File: config.mk
export PLATFORM = sky130hd
export DESIGN_NAME = lcd_480x272_timing_gen
export DESIGN_NICKNAME = d
export VERILOG_FILES = /design/src/rtl/lcd_480x272_timing_gen.sv
export SDC_FILE = /design/constraint.sdc
export NUM_CORES = 1
export LEC_CHECK = 0
export ABC_AREA = 1
export CAP_MARGIN = 10
export CORE_ASPECT_RATIO = 0.9
export CORE_MARGIN = 2
export CORE_UTILIZATION = 60
export DETAILED_ROUTE_END_ITERATION = 10
export PLACE_DENSITY = 0.92
export SETUP_SLACK_MARGIN = 0.5
export SKIP_LAST_GASP = 1
export SYNTH_ARGS = -nofsm -noshare
export SYNTH_HDL_FRONTEND = slang
export SYNTH_SLANG_ARGS = --single-unit
File: constraint.sdc
create_clock -name clock -period 4.9 [get_ports clock]
set_clock_uncertainty 0.15 [all_clocks]
set_input_delay 0.49 -clock clock [delete_from_list [all_inputs] [get_ports clock]]
set_output_delay 0.49 -clock clock [all_outputs]
set_load 0.05 [all_outputs]
File: src/rtl/lcd_480x272_timing_gen.sv
// lcd_480x272_timing_gen: 480x272 RGB panel raster timing with pixel clock-enable; LCD_TIMING_FRAME_COUNT_EN adds frame_count
module lcd_480x272_timing_gen #(
  parameter int CLK_DIV  = 3,
  parameter int H_ACTIVE = 480,
  parameter int H_FRONT  = 2,
  parameter int H_SYNC   = 41,
  parameter int H_BACK   = 2,
  parameter int V_ACTIVE = 272,
  parameter int V_FRONT  = 2,
  parameter int V_SYNC   = 10,
  parameter int V_BACK   = 2
) (
  input  logic       clock,
  input  logic       reset,
  output logic [8:0] x,
  output logic [8:0] y,
  output logic       de,
  output logic       hsync_n,
  output logic       vsync_n,
  output logic       pixel_valid,
  output logic       line_start,
  output logic       frame_start
`ifdef LCD_TIMING_FRAME_COUNT_EN
  , output logic [15:0] frame_count
`endif
);
  localparam int H_TOTAL = H_ACTIVE + H_FRONT + H_SYNC + H_BACK;
  localparam int V_TOTAL = V_ACTIVE + V_FRONT + V_SYNC + V_BACK;
  localparam int HW = H_TOTAL > 1 ? $clog2(H_TOTAL) : 1;
  localparam int VW = V_TOTAL > 1 ? $clog2(V_TOTAL) : 1;
  localparam int DW = CLK_DIV > 1 ? $clog2(CLK_DIV) : 1;
  localparam logic [HW-1:0] H_LAST = HW'(H_TOTAL - 1);
  localparam logic [VW-1:0] V_LAST = VW'(V_TOTAL - 1);
  localparam logic [DW-1:0] D_LAST = DW'(CLK_DIV - 1);
  localparam logic [HW-1:0] H_ACT = HW'(H_ACTIVE);
  localparam logic [VW-1:0] V_ACT = VW'(V_ACTIVE);
  localparam logic [HW-1:0] HS_FIRST = HW'(H_ACTIVE + H_FRONT);
  localparam logic [HW-1:0] HS_LAST = HW'(H_ACTIVE + H_FRONT + H_SYNC - 1);
  localparam logic [VW-1:0] VS_FIRST = VW'(V_ACTIVE + V_FRONT);
  localparam logic [VW-1:0] VS_LAST = VW'(V_ACTIVE + V_FRONT + V_SYNC - 1);

  logic [DW-1:0] div_cnt, div_nxt;
  logic [HW-1:0] h_cnt, h_nxt;
  logic [VW-1:0] v_cnt, v_nxt;
  logic tick, h_wrap, de_nxt, hs_nxt, vs_nxt, ls_nxt, fs_nxt;

  // next-state counters and the decode of the position they will hold
  always_comb begin
    tick = div_cnt == D_LAST;
    h_wrap = h_cnt == H_LAST;
    div_nxt = tick ? '0 : div_cnt + 1'b1;
    h_nxt = !tick ? h_cnt : h_wrap ? '0 : h_cnt + 1'b1;
    v_nxt = !(tick && h_wrap) ? v_cnt : v_cnt == V_LAST ? '0 : v_cnt + 1'b1;
    de_nxt = h_nxt < H_ACT && v_nxt < V_ACT;
    hs_nxt = !(h_nxt >= HS_FIRST && h_nxt <= HS_LAST);
    vs_nxt = !(v_nxt >= VS_FIRST && v_nxt <= VS_LAST);
    ls_nxt = tick && h_nxt == '0;
    fs_nxt = ls_nxt && v_nxt == '0;
  end

  // counters and outputs share one edge so outputs always describe the held position
  always_ff @(posedge clock) begin
    if (reset) begin
      div_cnt <= '0;
      h_cnt <= H_LAST;
      v_cnt <= V_LAST;
      x <= '0;
      y <= '0;
      de <= 1'b0;
      hsync_n <= 1'b1;
      vsync_n <= 1'b1;
      pixel_valid <= 1'b0;
      line_start <= 1'b0;
      frame_start <= 1'b0;
    end else begin
      div_cnt <= div_nxt;
      h_cnt <= h_nxt;
      v_cnt <= v_nxt;
      x <= de_nxt ? 9'(h_nxt) : '0;
      y <= de_nxt ? 9'(v_nxt) : '0;
      de <= de_nxt;
      hsync_n <= hs_nxt;
      vsync_n <= vs_nxt;
      pixel_valid <= tick;
      line_start <= ls_nxt;
      frame_start <= fs_nxt;
    end
  end

`ifdef LCD_TIMING_FRAME_COUNT_EN
  // frame counter advances on the same edge that raises frame_start
  always_ff @(posedge clock) begin
    if (reset) frame_count <= '0;
    else if (fs_nxt) frame_count <= frame_count + 16'd1;
  end
`endif
endmodule

# Word-level counts from Yosys, hierarchy flattened
# Index checks and enable logic that the tools add are counted.
# word_totals
reg_bits	45
inputBits	2
out_inout_bits	24
wordCells	40
# classes
addsub	3
n_lt_le_gt_ge	6
n_eq_ne	3
muxes	4
n_bitwise	1
reduce_logical	12
# op_table
cell	count
$mux 10	2
$mux 9	2
$add 10x1->10 const B	1
$eq 10x10->1 const B	1
$ge 10x9->1 const B	1
$le 10x10->1 const B	1
$logic_not 10->1	1
$lt 10x9->1 const B	1
$add 9x1->9 const B	1
$eq 9x9->1 const B	1
$ge 9x9->1 const B	1
$le 9x9->1 const B	1
$logic_not 9->1	1
$lt 9x9->1 const B	1
$logic_and 1x1->1	6
$reduce_or 2->1	2
$add 2x1->2 const B	1
$eq 2x2->1 const B	1
$logic_not 1->1	2
$not 1->1	1

# Depth between registers and ports, before layout
# Gate-level depths: netlist of run 1.
# depth
word_depth	7
depth_mapped	15
mapped_depth_nobuf	14

# Worst setup path after synthesis of run 1
# Ideal clock, no wire load.
# synth_timing
path_type	register to register
startpoint	register h_cnt[0]
endpoint	register x[1]
setup_ns	0.130
arrival_ns	1.715
required_ns	4.620
setup_slack_ns	2.905
stages_incl_launch_ff	13
path_buffers	1
period_less_slack_ns	1.995
path_cell_list	dfxtp_1 > inv_1 > ha_1 > nand3_1 > nor3_4 > nand2_2 > nand2_2 > nand3_2 > nor2_2 > nand2_2 > nand3_4 > buf_12 > nor2_4
# synth_via
elab_chain_cells	7
elab_cells_between_ends	11
cone_classes	add/sub (1); order compare (2); eq/ne (1); mux (3); bitwise (1); reduce/logical (3)
# synth_rtl
element	line	text
start: declaration	43	logic [HW-1:0] h_cnt, h_nxt;
start signal: assignment	77	h_cnt <= h_nxt;
$add 10x1->10 / $eq 10x10->1 (equally long branches)	52, 50	
$mux 10 / $logic_and 1x1->1 (equally long branches)	52, 53	
$mux 10 / $mux 9 (equally long branches)	52, 53	
$lt 10x9->1 / $lt 9x9->1 (equally long branches)	54	de_nxt = h_nxt < H_ACT && v_nxt < V_ACT;
$logic_and 1x1->1	54	
$not 1->1 (no source line)	-	
$reduce_or 2->1 (no source line)	-	
end signal: assignment	79	x <= de_nxt ? 9'(h_nxt) : '0;
end: declaration	15	output logic [8:0] x,
# Parallel ways exist; a longest one is shown, timed or not.
# A chain may end at the register's enable or synchronous reset.

# Worst setup path in the final report of run 1
# layout_timing
startpoint	register div_cnt[0]
endpoint	register y[5]
# layout_via
elab_chain_cells	7
elab_cells_between_ends	9
cone_classes	order compare (2); eq/ne (1); mux (2); bitwise (1); reduce/logical (3)
# layout_rtl
element	line	text
start: declaration	42	logic [DW-1:0] div_cnt, div_nxt;
start signal: assignment	76	div_cnt <= div_nxt;
$eq 2x2->1 *	49	tick = div_cnt == D_LAST;
via tick	45	logic tick, h_wrap, de_nxt, hs_nxt, vs_nxt, ls_nxt, fs_nxt;
$logic_and 1x1->1	53	v_nxt = !(tick && h_wrap) ? v_cnt : v_cnt == V_LAST ? '0 : v_cnt + 1'b1;
$mux 9	53	
$lt 9x9->1	54	
$logic_and 1x1->1	54	
$not 1->1 (no source line)	-	
$reduce_or 2->1 (no source line)	-	
end signal: assignment	80	y <= de_nxt ? 9'(v_nxt) : '0;
end: declaration	16	output logic [8:0] y,
# The timed path passes the listed nets; every way through them passes the cells marked *.

==> metrics.md, run 1 <==
| Metric | Value |
|---|---|
| Status | finished clean |
| Setup_tns | 0 ns |
| Crit path DAT | 2.84 ns |
| Final setup violation count | 0 |
| R2R setup slack | 2.14 ns |
| First-pass GRT wire length | 8.576 mm |
| Bufs on Longest Clock Path | 2 |
| Antenna viol nets, final | 0 |
| Cell taking the most area after synthesis | dfxtp_1 |
| Leading post-synthesis cells by cell area | dfxtp_1 38%, nand2_1 13%, nor2_1 9.2% |
| Number of antenna violations at the first check in global routing | 0 |
| Hold Startpoint | div_cnt[0] |
| CP Launch Type | register |
| Worst setup margin | 2.143 ns |
| Finished Layout Cells | 399 |
| Hold path cells | 1 |
| Fin. Hold Viols | 0 |
| Tot GR Track Use | 24.44% |
| Final net count | 359 |
| Via count | 2127 |
| Period Utilization, post-route | 56.27% |
| Slowest stage cell, crit path | ha_1 |
| Worst endpoint required time | 4.98 ns |
| Min cycle time layout | 2.757 ns |
| Cell Count Post-Placement | 391 |
| Fmax | 0.3627 GHz |
| Synth top area share | 38.14% |
| Buf/Inv on CP | 2 |
| Chip Height | 63.53 um |
| DRT Wirelength | 5.166 mm |
| Placed wire-length estimate | 3.741 mm |
| FP Rows | 21 |
| Worst setup EP type | register |
| Largest stage delay, worst path | 0.45 ns |
| Initial core utilization | 62.87% |
| Min-delay worst type | register to register |
| Hold EP | div_cnt[0] |
| Hold_buf cts | 0 |
| Syn_area_per_cell | 7.202 sq um |
| Worst r2r dst | y[5] |
| Post-route DRC | 0 |
| Die area | 0.004456 sq mm |
| Max Cap Viol | 0 |
| H-tree levels | 2 |
| Peak VDD IR | 0.2698 mV |
| Worst Path Class, Setup | register to register |
| Vias/cell | 5.331 |
| Register area share after synthesis | 38.14% |
| IO Port Bufs | 25 |
| Synth-to-Final Area Change | 14.94% |
| Core area | 0.003757 sq mm |
| Diodes inserted | 0 |
| Async S/R FF share, synth | 0% |
| Syn_nets | 335 |
| Die Wd | 70.14 um |
| Worst-Skew Late Latency | 0.30 ns |
| First drt pass iteration count | 5 |
| Gate Count Post-Synth | 328 |
| Ys Warns | 0 |
| Place WS | 2.142 ns |
| Number of synthesized flops with an enable pin | 0 |
| Beginning of the worst register-to-register path | div_cnt[0] |
| P_leak | 1.236 nW |
| Reg2reg path depth | 12 |
| Hold_ws | 0.2690 ns |
| Largest net degree at the start of global routing | 20 |
| Clock tree sinks | 45 |
| Total gr overflow | 0 |
| Pins Over Slew Limit | 0 |
| Clk root buf | clkbuf_8 |
| First-iteration detailed-routing DRC count | 212 |
| Post-CTS sizing | 0 |
| DR WL/cell | 12.95 um |
| CTS Buf Count | 5 |
| Number of global-route vias before repair | 1932 |
| Overall power | 1.042 mW |
| Routability Congestion | 0.8702 |
| Io pins | 26 |
| Slew HR | 54.68% |
| Critical-path cell list | inv_1 > ha_1 > nand2_1 > nor2_1 > nand3_1 > xor2_1 > inv_1 > nand2_1 > nor2_2 > nor2_4 > nand3_4 > nor2_1 |
| Worst Max-Slew Pin Slew | 0.6766 ns |
| Top FF cell, synth | dfxtp_1 |
| CTS tree | done |
| Synth Register Bits | 45 |
| Postcts setup bufs | 0 |
| Clock-pin slew on the worst setup and hold paths | 0.09 ns |
| Delay-heaviest family, CP | simple AND/OR/NAND/NOR gates |
| Pwr per Cell Area | 383.9 mW/mm^2 |
| Crit Path Max Fanout | 19 |
| Share of cells above drive strength 1 | 13.88% |
| Mapped Area | 0.002362 sq mm |
| Synth cell types | 30 |
| RSZ-0062 raised after global routing | no |
[through the flow]
| step | util, % | cell area [sq um] |
|---|---|---|
| floorplan | - | 2362 |
| global placement | 69.63 | 2616 |
| detailed placement | 69.63 | 2616 |
| CTS | 72.26 | 2715 |
| global route | 72.26 | 2715 |
| finish | 72.26 | 2715 |
[routing by layer]
metal	part of all wire, %	vias up	GRT usage [%]
met3	7.6	13	4.000
met4	2.3	0	11.06
met5	0	-	0
li1	-	1061	-
met1	47	962	33.50
met2	43	91	37.74
[placed cells by master, fill, tap and decap left out]
| master | Yosys | layout |
|---|---|---|
| a21oi_1 | 1 | 1 |
| a31oi_1 | 1 | 1 |
| and2_1 | 1 | 1 |
| clkbuf_8 | 0 | 6 |
| clkdlybuf4s50_1 | 0 | 25 |
| clkinv_1 | 2 | 2 |
| clkinvlp_4 | 0 | 1 |
| dfxtp_1 | 45 | 45 |
| ha_1 | 5 | 5 |
| inv_1 | 35 | 35 |
| inv_2 | 4 | 4 |
| inv_6 | 0 | 1 |
| nand2_1 | 79 | 79 |
| nand2_2 | 11 | 11 |
| nand2_4 | 2 | 2 |
| nand3_1 | 25 | 25 |
| nand3_2 | 2 | 2 |
| nand3_4 | 1 | 1 |
| nand3b_1 | 1 | 1 |
| nand4_1 | 6 | 6 |
| nand4_4 | 1 | 1 |
| nor2_1 | 58 | 58 |
| nor2_2 | 4 | 4 |
| nor2_4 | 14 | 14 |
| nor3_1 | 7 | 7 |
| nor3_4 | 1 | 1 |
| o21ai_0 | 6 | 6 |
| o21ai_4 | 1 | 1 |
| o21bai_1 | 2 | 2 |
| xor2_1 | 5 | 5 |
[flip-flops by register name (all words and copies together) (netlist names)]
register / cells
hsync_n: 1
de: 1
v_cnt: 9
frame_start: 1
y: 9
line_start: 1
vsync_n: 1
pixel_valid: 1
x: 9
h_cnt: 10
div_cnt: 2
[Yosys cell counts, types with 4 or more instances]
library cell,instances
buf_2,5
dfxtp_1,45
ha_1,5
inv_1,35
inv_2,4
nand2_1,79
nand2_2,11
nand3_1,25
nand4_1,6
nor2_1,58
nor2_2,4
nor2_4,14
nor3_1,7
o21ai_0,6
xor2_1,5
[layout make-up]
| cell class | instances | area [sq um] |
|---|---|---|
| Sequential cell | 45 | 900.9 |
| Timing Repair Buffer | 25 | 250.2 |
| Tap cell | 46 | 57.56 |
| Inverter | 41 | 153.9 |
| Fill cell | 288 | 1042 |
| Clock inverter | 2 | 16.27 |
| Clock buffer | 6 | 82.58 |
| Multi-Input combinational cell | 234 | 1254 |
[worst max path at each step]
stage	to	slack [ns]	cells after the start	from
6_report	y[5]	2.14	12	div_cnt[0]
5_1_grt	y[5]	1.99	12	div_cnt[0]
4_1_cts	y[5]	2.16	12	div_cnt[0]
3_5_place_dp	y[5]	2.14	6	reset
3_3_place_gp	x[8]	2.22	6	reset
2_1_floorplan	x[1]	2.91	12	h_cnt[0]
[cells by family (layout without fill, tap and decap cells)]
family                   after synthesis  count (layout)  share of synthesized area, %
AND/OR/NAND/NOR                      213             213                         45.50
AO/OA/AOI/OAI                         11              11                         3.072
flip-flops                            45              45                         38.14
XOR/XNOR                               5               5                         1.854
adder cells (fa/ha/maj)                5               5                         2.648
buffers and inverters                 49              74                         8.792
[worst reg2reg max path: stages, from the launching register on]
cell and delay, ns:
dfxtp_1 0.32, inv_1 0.05, ha_1 0.45, nand2_1 0.09, nor2_1 0.17, nand3_1 0.11, xor2_1 0.44, inv_1 0.10
nand2_1 0.10, nor2_2 0.06, nor2_4 0.10, nand3_4 0.32, nor2_1 0.23
[where the power goes]
group / internal, mW / switching [mW]
registers: 0.396 / 0.0278
logic: 0.113 / 0.255
clock network: 0.116 / 0.134
total: 0.626 / 0.416
No activity file was read; power rests on OpenSTA's default activity.
==> inputs of run 2 (changes only) <==
--- a/config.mk
+++ b/config.mk
@@ -9,9 +9,9 @@
 export CAP_MARGIN = 10
 export CORE_ASPECT_RATIO = 0.9
 export CORE_MARGIN = 2
-export CORE_UTILIZATION = 60
+export CORE_UTILIZATION = 50
 export DETAILED_ROUTE_END_ITERATION = 10
-export PLACE_DENSITY = 0.92
+export PLACE_DENSITY = 0.83
 export SETUP_SLACK_MARGIN = 0.5
 export SKIP_LAST_GASP = 1
 export SYNTH_ARGS = -nofsm -noshare
==> constraint.sdc (replaced) <==
create_clock -name clock -period 2.4 [get_ports clock]
set_clock_uncertainty 0.15 [all_clocks]
set_input_delay 0.24 -clock clock [delete_from_list [all_inputs] [get_ports clock]]
set_output_delay 0.24 -clock clock [all_outputs]
set_load 0.05 [all_outputs]
==> run 2 against run 1 <==
  * Combinational power grew to 3.1 times the previous value
  * Power rose to 2.5 times the previous value
  * Design area increased by 26%
  * Worst hold slack better by 0.0038 ns
  * Sequential share of layout area fell by 6.2 points
  * Cell count grew 13%
  * Maximum frequency increased by 20%
  * Critical path depth unchanged
  * Routed wire length grew 74%
  * Sequential cell count stayed put
  * Largest cell class unchanged
  * Largest power group is now combinational cells
==> metrics.md, run 2 (synthesis results as in run 1) <==
| Metric | Value |
|---|---|
| Vias/cell | 5.823 |
| Diodes inserted | 0 |
| Share of cells above drive strength 1 | 36.92% |
| Most frequent cells in the layout | 67 x nand2_1, 44 x nor2_1, 34 x dfxtp_1 |
| FP Rows | 23 |
| Hold_buf cts | 0 |
| Most common cell after layout, fill and taps aside | nand2_1 |
| RSZ-0062 raised after global routing | yes |
| Final net count | 396 |
| Min cycle time layout | 2.301 ns |
| Pwr per Cell Area | 774.8 mW/mm^2 |
| Chip Height | 69.21 um |
| Tot GR Track Use | 28.62% |
| IO Port Bufs | 25 |
| Hold EP | div_cnt[0] |
| Peak VDD IR | 0.7030 mV |
| P_sw | 1.122 mW |
| Max Cap Viol | 0 |
| Clock-pin slew on the worst setup and hold paths | 0.11 ns |
| First-pass GRT wire length | 11.87 mm |
| Bufs on Longest Clock Path | 2 |
| Post-DP Area | 0.002775 sq mm |
| Hold_ws | 0.2727 ns |
| Clk root buf | clkbuf_8 |
| Overall power | 2.652 mW |
| DRT Wirelength | 8.973 mm |
| Buf/Inv on CP | 3 |
| Clk network pwr share | 23.5% |
| Clock tree sinks | 45 |
| Die Wd | 76.46 um |
| Hold Startpoint | div_cnt[0] |
| Critical-path cell list | inv_4 > ha_4 > nand2_4 > nor2_4 > nand4_4 > buf_4 > nand2_1 > inv_1 > nor2_4 > nand3_1 > nand3b_1 > nor2_1 |
| Setup_tns | 0 ns |
| Comb power frac | 42.9% |
| Initial core utilization | 52.62% |
| Status | finished clean |
| Via count | 2632 |
| Place WS | 0.1527 ns |
| CTS Buf Count | 5 |
| Worst Path Class, Setup | register to register |
| Beginning of the worst register-to-register path | h_cnt[1] |
| First-iteration detailed-routing DRC count | 505 |
| Pins Over Slew Limit | 0 |
| Synth-to-Final Area Change | 44.92% |
| Io pins | 26 |
| Post-route DRC | 0 |
| Die area | 0.005291 sq mm |
| Worst-Skew Late Latency | 0.32 ns |
| H-tree levels | 2 |
| Total gr overflow | 0 |
| Delay-heaviest family, CP | simple AND/OR/NAND/NOR gates |
| Crit path DAT | 2.41 ns |
| Fin. Hold Viols | 0 |
| Worst setup margin | 0.09888 ns |
| Min-delay worst type | register to register |
| P_leak | 1.544 nW |
| Routability Congestion | 0.8915 |
| Fmax | 0.4346 GHz |
| Worst r2r dst | frame_start |
| Final setup violation count | 0 |
| Period Utilization, post-route | 95.88% |
| Largest net degree at the start of global routing | 17 |
| Slew HR | 58.20% |
| Seq pwr share | 33.6% |
| Max reg flops | 10 |
| CP Launch Type | register |
| R2R setup slack | 0.1 ns |
| CTS tree | done |
| Placed wire-length estimate | 4.012 mm |
| Antenna viol nets, final | 0 |
| Crit Path Max Fanout | 6 |
| Core area | 0.004489 sq mm |
| Worst Max-Slew Pin Slew | 0.6251 ns |
| Worst endpoint required time | 2.51 ns |
| DR WL/cell | 19.85 um |
| Reg2reg path depth | 12 |
| Final non-filler cell area | 0.003423 sq mm |
| Largest Register | h_cnt |
| Number of antenna violations at the first check in global routing | 0 |
| First drt pass iteration count | 6 |
| Sw frac | 42.32% |
| Worst setup EP type | register |
| Crit path top cell by count | nor2_4 |
| Hold path cells | 1 |
| Largest stage delay, worst path | 0.38 ns |
| Slowest stage cell, crit path | dfxtp_4 |
| Number of global-route vias before repair | 2331 |
| Internal cell power | 1.530 mW |
run 2: cell type report:
class                      instances  area, sq um
clock buffer                       5        68.82
clock inverter                     3        47.55
fill                             268         1066
inverter                          41        158.9
multi-input combinational        234         1528
sequential                        45        922.1
tap                               62        77.57
timing repair buffer              62        620.6
run 2: worst max-delay path by stage:
stage          cells past startpoint     endpoint  slack [ns]     start
2_1_floorplan                     13         x[1]        0.48  h_cnt[0]
3_3_place_gp                      13         x[2]        0.22  h_cnt[1]
3_5_place_dp                      13         x[3]        0.15  h_cnt[0]
4_1_cts                           14         x[1]        0.33  h_cnt[1]
5_1_grt                           12  frame_start        0.05  h_cnt[1]
6_report                          12  frame_start         0.1  h_cnt[1]
run 2: stage by stage:
step / std cells / util [%]
after floorplan: 328 / -
after global placement: 412 / 61.82
final: 452 / 76.25
after CTS: 450 / 74.16
after global routing: 452 / 76.25
after detailed placement: 412 / 61.82
run 2: routing by layer:
layer / up-vias / wire [um] / track usage (%)
li1: 1134 / - / -
met1: 1214 / 3525 / 35.20
met2: 225 / 4046 / 47.59
met3: 59 / 905 / 8.464
met4: 0 / 495 / 10.51
met5: - / 0 / 0
run 2: worst register-to-register path, stage by stage, from the launching register on:
cell and delay (ns):
dfxtp_4 0.38, inv_4 0.07, ha_4 0.15, nand2_4 0.05, nor2_4 0.13, nand4_4 0.18, buf_4 0.23, nand2_1 0.12
inv_1 0.10, nor2_4 0.16, nand3_1 0.17, nand3b_1 0.22, nor2_1 0.13
run 2: power by group through the flow:
stage	registers [mW]	clock network [mW]	logic, mW
floorplan	0.956	0	0.531
finish	0.891	0.622	1.14
global route	0.897	0.646	1.20
CTS	0.880	0.595	0.974
detailed placement	0.891	0	0.771
global placement	0.887	0	0.764
run 2: repair_timing:
action | 4_1_cts | 5_1_grt
resized for setup | 56 | 26
setup endpoints to repair | 23 | 30
gates cloned | 1 | 0
hold endpoints to repair | 0 | 0
buffers inserted | 29 | 2
pin swaps | 17 | 2
